$ cat src/rtl/csat_enum_pkg.sv
// Shared definitions for the CSAT exhaustive-search sequencer.
// Optional build macro: CSAT_ENUM_GRAY_EN (Gray-order candidate walk).
package csat_enum_pkg;

  // Default benchmark input width and sat-path latency.
  localparam int CSAT_N_VARS_DEF   = 8;
  localparam int CSAT_PIPE_LAT_DEF = 1;

  // Sequencer states.
  typedef enum logic [1:0] {
    IDLE  = 2'd0,
    RUN   = 2'd1,
    DRAIN = 2'd2,
    DONE  = 2'd3
  } state_t;

  // Binary-to-Gray conversion.  It works on a 32-bit container; callers
  // size-cast the result back to their own width.
  function automatic logic [31:0] bin2gray(input logic [31:0] bin);
    return bin ^ (bin >> 1);
  endfunction

endpackage

$ cat src/rtl/csat_tag_pipe.sv
// Valid-plus-candidate shift register that keeps each issued candidate
// aligned with the benchmark's delayed sat result.  Flush clears every
// stage in the same clock, so a new search never sees stale tags.
module csat_tag_pipe
  import csat_enum_pkg::*;
#(
  parameter int W     = CSAT_N_VARS_DEF,
  parameter int DEPTH = CSAT_PIPE_LAT_DEF
) (
  input  logic         clk,
  input  logic         rst_n,
  input  logic         flush,
  input  logic         in_valid,
  input  logic [W-1:0] in_cand,
  output logic         tail_valid,
  output logic [W-1:0] tail_cand
);

  logic [DEPTH-1:0]        valid_r;
  logic [DEPTH-1:0][W-1:0] cand_r;

  // Shift tags one stage per clock; flush empties the whole pipe.
  always_ff @(posedge clk or negedge rst_n) begin
    if (!rst_n) begin
      valid_r <= {DEPTH{1'b0}};
      cand_r  <= {(DEPTH*W){1'b0}};
    end else if (flush) begin
      valid_r <= {DEPTH{1'b0}};
      cand_r  <= {(DEPTH*W){1'b0}};
    end else begin
      valid_r[0] <= in_valid;
      cand_r[0]  <= in_cand;
      for (int i = 1; i < DEPTH; i++) begin
        valid_r[i] <= valid_r[i-1];
        cand_r[i]  <= cand_r[i-1];
      end
    end
  end

  assign tail_valid = valid_r[DEPTH-1];
  assign tail_cand  = cand_r[DEPTH-1];

endmodule

$ cat src/rtl/csat_enum_ctrl.sv
// Exhaustive-search sequencer: walks every assignment of the benchmark
// inputs one per cycle, pairs each with its delayed sat result and stops
// on the first satisfying assignment or after the full space is tried.
// Optional build macro: CSAT_ENUM_GRAY_EN -- candidates follow Gray order
// (assign_o = idx ^ (idx >> 1)); otherwise binary order (assign_o = idx).
module csat_enum_ctrl
  import csat_enum_pkg::*;
#(
  parameter int N_VARS   = CSAT_N_VARS_DEF,
  parameter int PIPE_LAT = CSAT_PIPE_LAT_DEF
) (
  input  logic              clk,
  input  logic              rst_n,
  input  logic              start,
  input  logic              abort,
  output logic [N_VARS-1:0] assign_o,
  input  logic              sat_i,
  output logic              busy,
  output logic              done,
  output logic              found,
  output logic [N_VARS-1:0] solution,
  output logic [N_VARS:0]   tried_count
);

  state_t            state_r;
  state_t            state_nxt_s;
  logic [N_VARS-1:0] idx_r;
  logic [N_VARS-1:0] idx_inc_s;
  logic [N_VARS-1:0] next_assign_s;
  logic [3:0]        drain_cnt_r;

  logic              tail_valid_s;
  logic [N_VARS-1:0] tail_cand_s;

  logic              in_search_s;
  logic              start_ok_s;
  logic              eval_s;
  logic              hit_s;
  logic              last_s;
  logic              expire_s;
  logic              flush_s;
  logic              push_s;
  logic              busy_nxt_s;
  logic              done_nxt_s;

  // ---------------------------------------------------------------------
  // Qualifiers
  // ---------------------------------------------------------------------
  assign in_search_s = (state_r == RUN) || (state_r == DRAIN);
  // abort outranks start, and start is only honoured when not searching
  assign start_ok_s  = start && !abort && ((state_r == IDLE) || (state_r == DONE));
  // sat_i only means something when the tail carries a RUN-issued candidate
  assign eval_s      = in_search_s && tail_valid_s;
  assign hit_s       = eval_s && sat_i;
  assign last_s      = (state_r == RUN) && (&idx_r);
  // DRAIN lasts PIPE_LAT+1 cycles: PIPE_LAT to collect the in-flight
  // results, plus the cycle in which the empty tail is observed
  assign expire_s    = (state_r == DRAIN) && (drain_cnt_r == 4'(PIPE_LAT));
  // a hit discards every later in-flight result
  assign flush_s     = abort || start_ok_s || hit_s;
  assign push_s      = (state_r == RUN) && !hit_s;

  assign idx_inc_s   = idx_r + {{(N_VARS-1){1'b0}}, 1'b1};

`ifdef CSAT_ENUM_GRAY_EN
  assign next_assign_s = N_VARS'(bin2gray(32'(idx_inc_s)));
`else
  assign next_assign_s = idx_inc_s;
`endif

  // ---------------------------------------------------------------------
  // Tag pipeline
  // ---------------------------------------------------------------------
  csat_tag_pipe #(
    .W     (N_VARS),
    .DEPTH (PIPE_LAT)
  ) u_tag_pipe (
    .clk        (clk),
    .rst_n      (rst_n),
    .flush      (flush_s),
    .in_valid   (push_s),
    .in_cand    (assign_o),
    .tail_valid (tail_valid_s),
    .tail_cand  (tail_cand_s)
  );

  // ---------------------------------------------------------------------
  // FSM
  // ---------------------------------------------------------------------

  // State register.
  always_ff @(posedge clk or negedge rst_n) begin
    if (!rst_n) begin
      state_r <= IDLE;
    end else begin
      state_r <= state_nxt_s;
    end
  end

  // Next-state selection; abort wins over every other request.
  always_comb begin
    state_nxt_s = state_r;
    if (abort) begin
      state_nxt_s = IDLE;
    end else begin
      case (state_r)
        IDLE: begin
          if (start_ok_s) begin
            state_nxt_s = RUN;
          end else begin
            state_nxt_s = IDLE;
          end
        end
        RUN: begin
          if (hit_s) begin
            state_nxt_s = DONE;
          end else if (last_s) begin
            state_nxt_s = DRAIN;
          end else begin
            state_nxt_s = RUN;
          end
        end
        DRAIN: begin
          if (hit_s || expire_s) begin
            state_nxt_s = DONE;
          end else begin
            state_nxt_s = DRAIN;
          end
        end
        DONE: begin
          if (start_ok_s) begin
            state_nxt_s = RUN;
          end else begin
            state_nxt_s = DONE;
          end
        end
        default: begin
          state_nxt_s = IDLE;
        end
      endcase
    end
  end

  // Status decode from the upcoming state so busy/done can be registered.
  always_comb begin
    busy_nxt_s = 1'b0;
    done_nxt_s = 1'b0;
    case (state_nxt_s)
      IDLE: begin
        busy_nxt_s = 1'b0;
        done_nxt_s = 1'b0;
      end
      RUN, DRAIN: begin
        busy_nxt_s = 1'b1;
        done_nxt_s = 1'b0;
      end
      DONE: begin
        busy_nxt_s = 1'b0;
        done_nxt_s = 1'b1;
      end
      default: begin
        busy_nxt_s = 1'b0;
        done_nxt_s = 1'b0;
      end
    endcase
  end

  // Registered status flags.
  always_ff @(posedge clk or negedge rst_n) begin
    if (!rst_n) begin
      busy <= 1'b0;
      done <= 1'b0;
    end else begin
      busy <= busy_nxt_s;
      done <= done_nxt_s;
    end
  end

  // ---------------------------------------------------------------------
  // Datapath
  // ---------------------------------------------------------------------

  // Candidate issue, drain timer and result capture.
  always_ff @(posedge clk or negedge rst_n) begin
    if (!rst_n) begin
      idx_r       <= {N_VARS{1'b0}};
      assign_o    <= {N_VARS{1'b0}};
      drain_cnt_r <= 4'd0;
      found       <= 1'b0;
      solution    <= {N_VARS{1'b0}};
      tried_count <= {(N_VARS+1){1'b0}};
    end else if (abort || start_ok_s) begin
      // both return the walk to candidate 0 and clear the previous result;
      // after abort this is the idle value, after start it is candidate 0
      idx_r       <= {N_VARS{1'b0}};
      assign_o    <= {N_VARS{1'b0}};
      drain_cnt_r <= 4'd0;
      found       <= 1'b0;
      solution    <= {N_VARS{1'b0}};
      tried_count <= {(N_VARS+1){1'b0}};
    end else begin
      if (eval_s) begin
        tried_count <= tried_count + {{N_VARS{1'b0}}, 1'b1};
      end else begin
        tried_count <= tried_count;
      end

      if (hit_s) begin
        found    <= 1'b1;
        solution <= tail_cand_s;
      end else begin
        found    <= found;
        solution <= solution;
      end

      // advance only while more candidates remain; assign_o holds otherwise
      if ((state_r == RUN) && !hit_s && !last_s) begin
        idx_r    <= idx_inc_s;
        assign_o <= next_assign_s;
      end else begin
        idx_r    <= idx_r;
        assign_o <= assign_o;
      end

      if (state_r == DRAIN) begin
        drain_cnt_r <= drain_cnt_r + 4'd1;
      end else begin
        drain_cnt_r <= 4'd0;
      end
    end
  end

endmodule

$ cat config.mk
export PLATFORM = sky130hd
export DESIGN_NAME = csat_enum_ctrl
export DESIGN_NICKNAME = d
export VERILOG_FILES = /design/src/rtl/csat_enum_pkg.sv /design/src/rtl/csat_tag_pipe.sv /design/src/rtl/csat_enum_ctrl.sv
export SDC_FILE = /design/constraint.sdc
export NUM_CORES = 1
export LEC_CHECK = 0
export CAP_MARGIN = 40
export CORE_MARGIN = 10
export CORE_UTILIZATION = 37
export DETAILED_ROUTE_END_ITERATION = 6
export SLEW_MARGIN = 20
export SYNTH_ARGS = -nofsm -noshare
export SYNTH_HDL_FRONTEND = slang
export SYNTH_HIERARCHICAL = 1
export SYNTH_SLANG_ARGS = --single-unit
$ cat constraint.sdc
create_clock -name clk -period 2.24 [get_ports clk]
set_input_delay 0.224 -clock clk [delete_from_list [all_inputs] [get_ports clk]]
set_output_delay 0.224 -clock clk [all_outputs]
set_load 0.03 [all_outputs]
# ---- Word-level counts from Yosys, hierarchy flattened
# Cells that the tools add are included.
dict set report word_totals {
  register_bits 43
  inputBits 5
  elab_cells 66
}
dict set report classes {
  addsub 3
  eq_ne 7
  mux 21
  reduce_logical 25
}
# op n
set op_table {}
lappend op_table {{$mux W8} 5}
lappend op_table {{$mux W9} 2}
lappend op_table {{$add A9 B1 Y9 const B} 1}
lappend op_table {{$add A8 B1 Y8 const B} 1}
lappend op_table {{$eq A2 B2 Y1 const B} 4}
lappend op_table {{$logic_and A1 B1 Y1} 8}
lappend op_table {{$mux W2} 4}
lappend op_table {{$mux W4} 2}
lappend op_table {{$pmux W2 S4} 1}
lappend op_table {{$reduce_and A8 Y1} 1}
lappend op_table {{$reduce_bool A2 Y1} 3}
lappend op_table {{$logic_or A1 B1 Y1} 5}
lappend op_table {{$mux W1} 5}
lappend op_table {{$add A4 B1 Y4 const B} 1}
lappend op_table {{$eq A2 B1 Y1 const B} 2}
lappend op_table {{$eq A4 B1 Y1 const B} 1}
lappend op_table {{$logic_not A2 Y1} 2}
lappend op_table {{$pmux W1 S2} 2}
lappend op_table {{$reduce_or A2 Y1} 2}
lappend op_table {{$logic_not A1 Y1} 3}
lappend op_table {{$reduce_or A3 Y1} 1}

# ---- Logic depth before layout (Yosys ltp)
dict set report logic_depth {
  ltp_word 11
  mapped_depth 8
}

# ---- Cells and area by module
# The synthesis kept the hierarchy.
# module instances cells_per_inst area_per_inst_um2
set modules_own_cells {}
lappend modules_own_cells {csat_enum_ctrl 1 172 1662.8}
lappend modules_own_cells {csat_tag_pipe 1 18 281.5}

# ---- Worst setup path after synthesis
# OpenSTA, ideal clock, no wires.
dict set report synth_timing {
  kind {register -> register}
  from {register state_r[0]}
  to {register busy}
  t_arrival_ns 1.735
  required_ns 2.114
  slack_ns 0.379
  stages_incl_launch_ff 9
  period_less_slack_ns 1.861
  cell_sequence {dfrtp_1 inv_1 ha_1 and3_1 buf_6 a21oi_2 a21o_1 a221oi_2 ha_1}
}
dict set report synth_between {
  elab_chain_cells 11
  elab_cells_between_ends 26
  cone_classes {6 x eq/ne; 8 x mux; 12 x reduce/logical}
}
# item line
set synth_lines {}
lappend synth_lines {{from (decl)} csat_enum_ctrl.sv:25} ;# state_t state_r;
lappend synth_lines {{from (signal assigned)} csat_enum_ctrl.sv:96} ;# state_r <= state_nxt_s;
lappend synth_lines {{$eq A2 B1 Y1 or $eq A2 B2 Y1 (tied branches)} -}
lappend synth_lines {{$logic_or A1 B1 Y1} csat_enum_ctrl.sv:49} ;# assign in_search_s = (state_r == RUN) || (state_r == DRAIN);
lappend synth_lines {{$logic_and A1 B1 Y1} csat_enum_ctrl.sv:53} ;# assign eval_s = in_search_s && tail_valid_s;
lappend synth_lines {{$logic_and A1 B1 Y1} csat_enum_ctrl.sv:54} ;# assign hit_s = eval_s && sat_i;
lappend synth_lines {{$logic_or A1 B1 Y1} csat_enum_ctrl.sv:124} ;# if (hit_s || expire_s) begin
lappend synth_lines {{$mux W1} csat_enum_ctrl.sv:124}
lappend synth_lines {{$pmux W2 S4 *} csat_enum_ctrl.sv:106} ;# case (state_r)
lappend synth_lines {{$mux W2 *} csat_enum_ctrl.sv:103} ;# if (abort) begin
lappend synth_lines {{named net state_nxt_s[0]} csat_enum_ctrl.sv:26} ;# state_t state_nxt_s;
lappend synth_lines {{$eq A2 B2 Y1, or another cell as far along} csat_enum_ctrl.sv:148} ;# case (state_nxt_s)
lappend synth_lines {{$reduce_or A2 Y1, on equally long branches} -}
lappend synth_lines {{$pmux W1 S2 *} csat_enum_ctrl.sv:148}
lappend synth_lines {{named net busy_nxt_s} csat_enum_ctrl.sv:43} ;# logic busy_nxt_s;
lappend synth_lines {{to (signal assigned)} csat_enum_ctrl.sv:174} ;# busy <= busy_nxt_s;
lappend synth_lines {{to (decl)} csat_enum_ctrl.sv:18} ;# output logic busy,
# Mark *: on every way through the listed nets, which the timed path passes. The rest lies on a longest branch.
# A chain may end at the register's enable or synchronous reset.

# ---- Worst setup path after layout
# Same ends and word-level chain as after synthesis.

==> results_dict.tcl <==
set metrics [dict create \
    met2_length_mm 1.81 \
    cts_num_sinks 43 \
    crit_path_top_delay_cell "ha_1" \
    wl_met3_um 272 \
    syn_to_final_growth_pct 24.8 \
    final_common_cell "dfrtp_1" \
    die-area_mm2 0.00855 \
    dr.first_iter.drc_count 87 \
    setup_viol 0 \
    crit_path_cell_trace "inv_1 > ha_1 > and3_1 > a21oi_2 > a21o_1 > a221oi_2 > ha_1" \
    numPortBuffers 32 \
    worst_slew_pin_slew_ns 0.530 \
    criticalPathCategory "reg2reg" \
    violations "hold timing" \
    post_cts_buffers 0 \
    place.gp.congestion 0.796 \
    slew_headroom 0.646 \
    hold_violations 34 \
    num_rows 26 \
    synth.yosys.seq_area_share 0.553 \
    setup-tns-final_ns 0 \
    ff2ff_path_depth 7 \
    drive_gt1_frac 0.0658 \
    start_util 0.381 \
    overflow 0 \
    peakVddDrop_mv 0.307 \
    final_cells 298 \
    grt_pass1_wl_mm 6.84 \
    cp-start-kind "register" \
    dr.pass1.iters 4 \
    status "finished, violations left" \
    grt_usage 0.0990 \
    die_h_um 92.5 \
    met1_length_mm 1.95 \
    crit_path_end_kind "register" \
    cpPeakStageDelay_ns 0.39 \
    htree_num_levels 2 \
    hpwl_mm 2.88 \
    fin_crit_sh 0.881 \
    crit_arrival_ns 2.16 \
    ios 33 \
    num_antenna_cells 0 \
    worst-path-max-fanout 8 \
    grt_pass1_vias 1378 \
    drc 0 \
    cts-resized-gates 0 \
    fin_nets 241 \
    syn_area_mm2 0.00194 \
    required_ns 2.43 \
    netlist-cell-type-count 29 \
    path_buf_inv 1 \
    place_inst 290 \
    fmax_mhz 506 \
    routed_wl_mm 4.08 \
    hold_class "in2async" \
    clk_pin_slew_worst_paths_ns 0.08 \
    fin_crit_ns 1.97 \
    routed.top_layer "met4" \
    syn_avg_cell_area_um2 10.2 \
    power.leakage_nw 1.02 \
    critPathTopFamily "adder cells" \
    drtAntennaViolNets 0 \
    die_w_um 92.5 \
    hold-worst-slack_ns -0.00689 \
    crit_top_cell "ha_1" \
    final_cell_mix "dfrtp_1, clkdlybuf4s50_1, nand2_1" \
    rsz0062_at_grt "false" \
    root_buffer "clkbuf_8" \
    skew_ns 0.00728 \
    cts_tree "done" \
    synth_cells 190 \
    clk_path_buf_depth 2 \
    synth_warnings 6 \
    vias 1436 \
    antenna_found_initial 0 \
    powerDensity_mw_per_mm2 564 \
    grt_max_degree 44 \
    post_drt_via_cell_ratio 4.82 \
    cts_inserted_buffers 5 \
    ys_ff_latch 43 \
    cts-hold-fix-buffers 0 \
    clkLatencyLatePin_ns 0.30 \
    synth.net_count 204 \
    maxSlewViolCount 0 \
    drv_cap 0 \
    cp.depth 7 \
    routedWlPerCell_um 13.7 \
    core_mm2 0.00511 \
]
-- synthesized netlist by cell type (all sizes together) --
cell / count / share of area
xnor2: 1 / 0.0045
ha: 9 / 0.058
a221oi: 1 / 0.0077
and4: 4 / 0.018
nor3: 4 / 0.010
a311oi: 1 / 0.0045
a211oi: 3 / 0.012
nand3: 9 / 0.026
nor2: 24 / 0.046
o21ai: 2 / 0.0051
and3: 1 / 0.0032
o31ai: 1 / 0.0039
nor2b: 9 / 0.029
a21oi: 15 / 0.041
mux2i: 1 / 0.0051
o211ai: 2 / 0.0077
nand2: 28 / 0.054
inv: 5 / 0.0097
a21o: 1 / 0.0039
nand4: 4 / 0.013
nor4: 1 / 0.0032
buf: 6 / 0.019
xor2: 11 / 0.050
and2b: 1 / 0.0039
nand2b: 3 / 0.0097
dfrtp: 43 / 0.55
-- registers in the layout (all words and copies together) (netlist names) --
signal,cells
drain_cnt_r,4
found,1
u_tag_pipe/tail_cand,8
done,1
busy,1
idx_r,8
u_tag_pipe/tail_valid,1
tried_count,9
state_r,2
solution,8
-- cell families (layout without fill, tap and decap cells) --
logic type      Yosys count  count (layout)  share of synthesized area
simple gates             88              88                      0.216
flops                    43              43                      0.553
compound gates           26              26                     0.0849
xor+xnor                 12              12                     0.0541
buf+inv                  11              49                     0.0283
fa+ha+maj                 9               9                     0.0579
mux                       1               1                    0.00515
-- path summary, 6_finish.rpt --
kind / startpoint / endpoint / slack [ns]
max: state_r[0] / busy / 0.27
min: rst_n / solution[7] / -0.007
max reg2reg: state_r[0] / busy / 0.27
min reg2reg: drain_cnt_r[0] / drain_cnt_r[0] / 0.49
max in group asynchronous: rst_n / tried_count[7] / 1.89
min in group clk: drain_cnt_r[0] / drain_cnt_r[0] / 0.49
-- layer usage --
layer	global-route usage	up-vias
met5	0	-
met3	0.0379	5
met1	0.128	681
met4	0.0501	0
li1	-	714
met2	0.141	36
-- cell type report --
| class | count | area [um^2] |
|---|---|---|
| clock buffers | 6 | 72.6 |
| flip-flops and latches | 43 | 1080 |
| multi-input cells | 136 | 813 |
| inverters | 5 | 18.8 |
| repair buffers | 36 | 345 |
| well taps | 70 | 87.6 |
| fillers | 500 | 2680 |
| clock inverters | 2 | 12.5 |
-- per-stage QoR --
| stage | hold slack [ns] | area [um^2] | total power, mW | util | worst slack [ns] |
|---|---|---|---|---|---|
| floorplan | -0.0716 | 1940 | 0.861 | - | 0.379 |
| global placement | 0.328 | 2340 | 0.907 | 0.458 | 0.346 |
| detailed placement | 0.333 | 2340 | 0.908 | 0.458 | 0.266 |
| CTS | 0.00879 | 2430 | 1.39 | 0.475 | 0.256 |
| global route | 0.0322 | 2430 | 1.44 | 0.475 | 0.111 |
| finish | -0.00689 | 2430 | 1.37 | 0.475 | 0.266 |
-- where the power goes --
group	leakage [nW]	total [mW]	switching [mW]	internal, mW
Combinational	0.376	0.101	0.0675	0.0330
Clock	0.0412	0.478	0.260	0.218
Sequential	0.598	0.790	0.00678	0.783
Note: power is estimated with default switching activity, not from simulation.
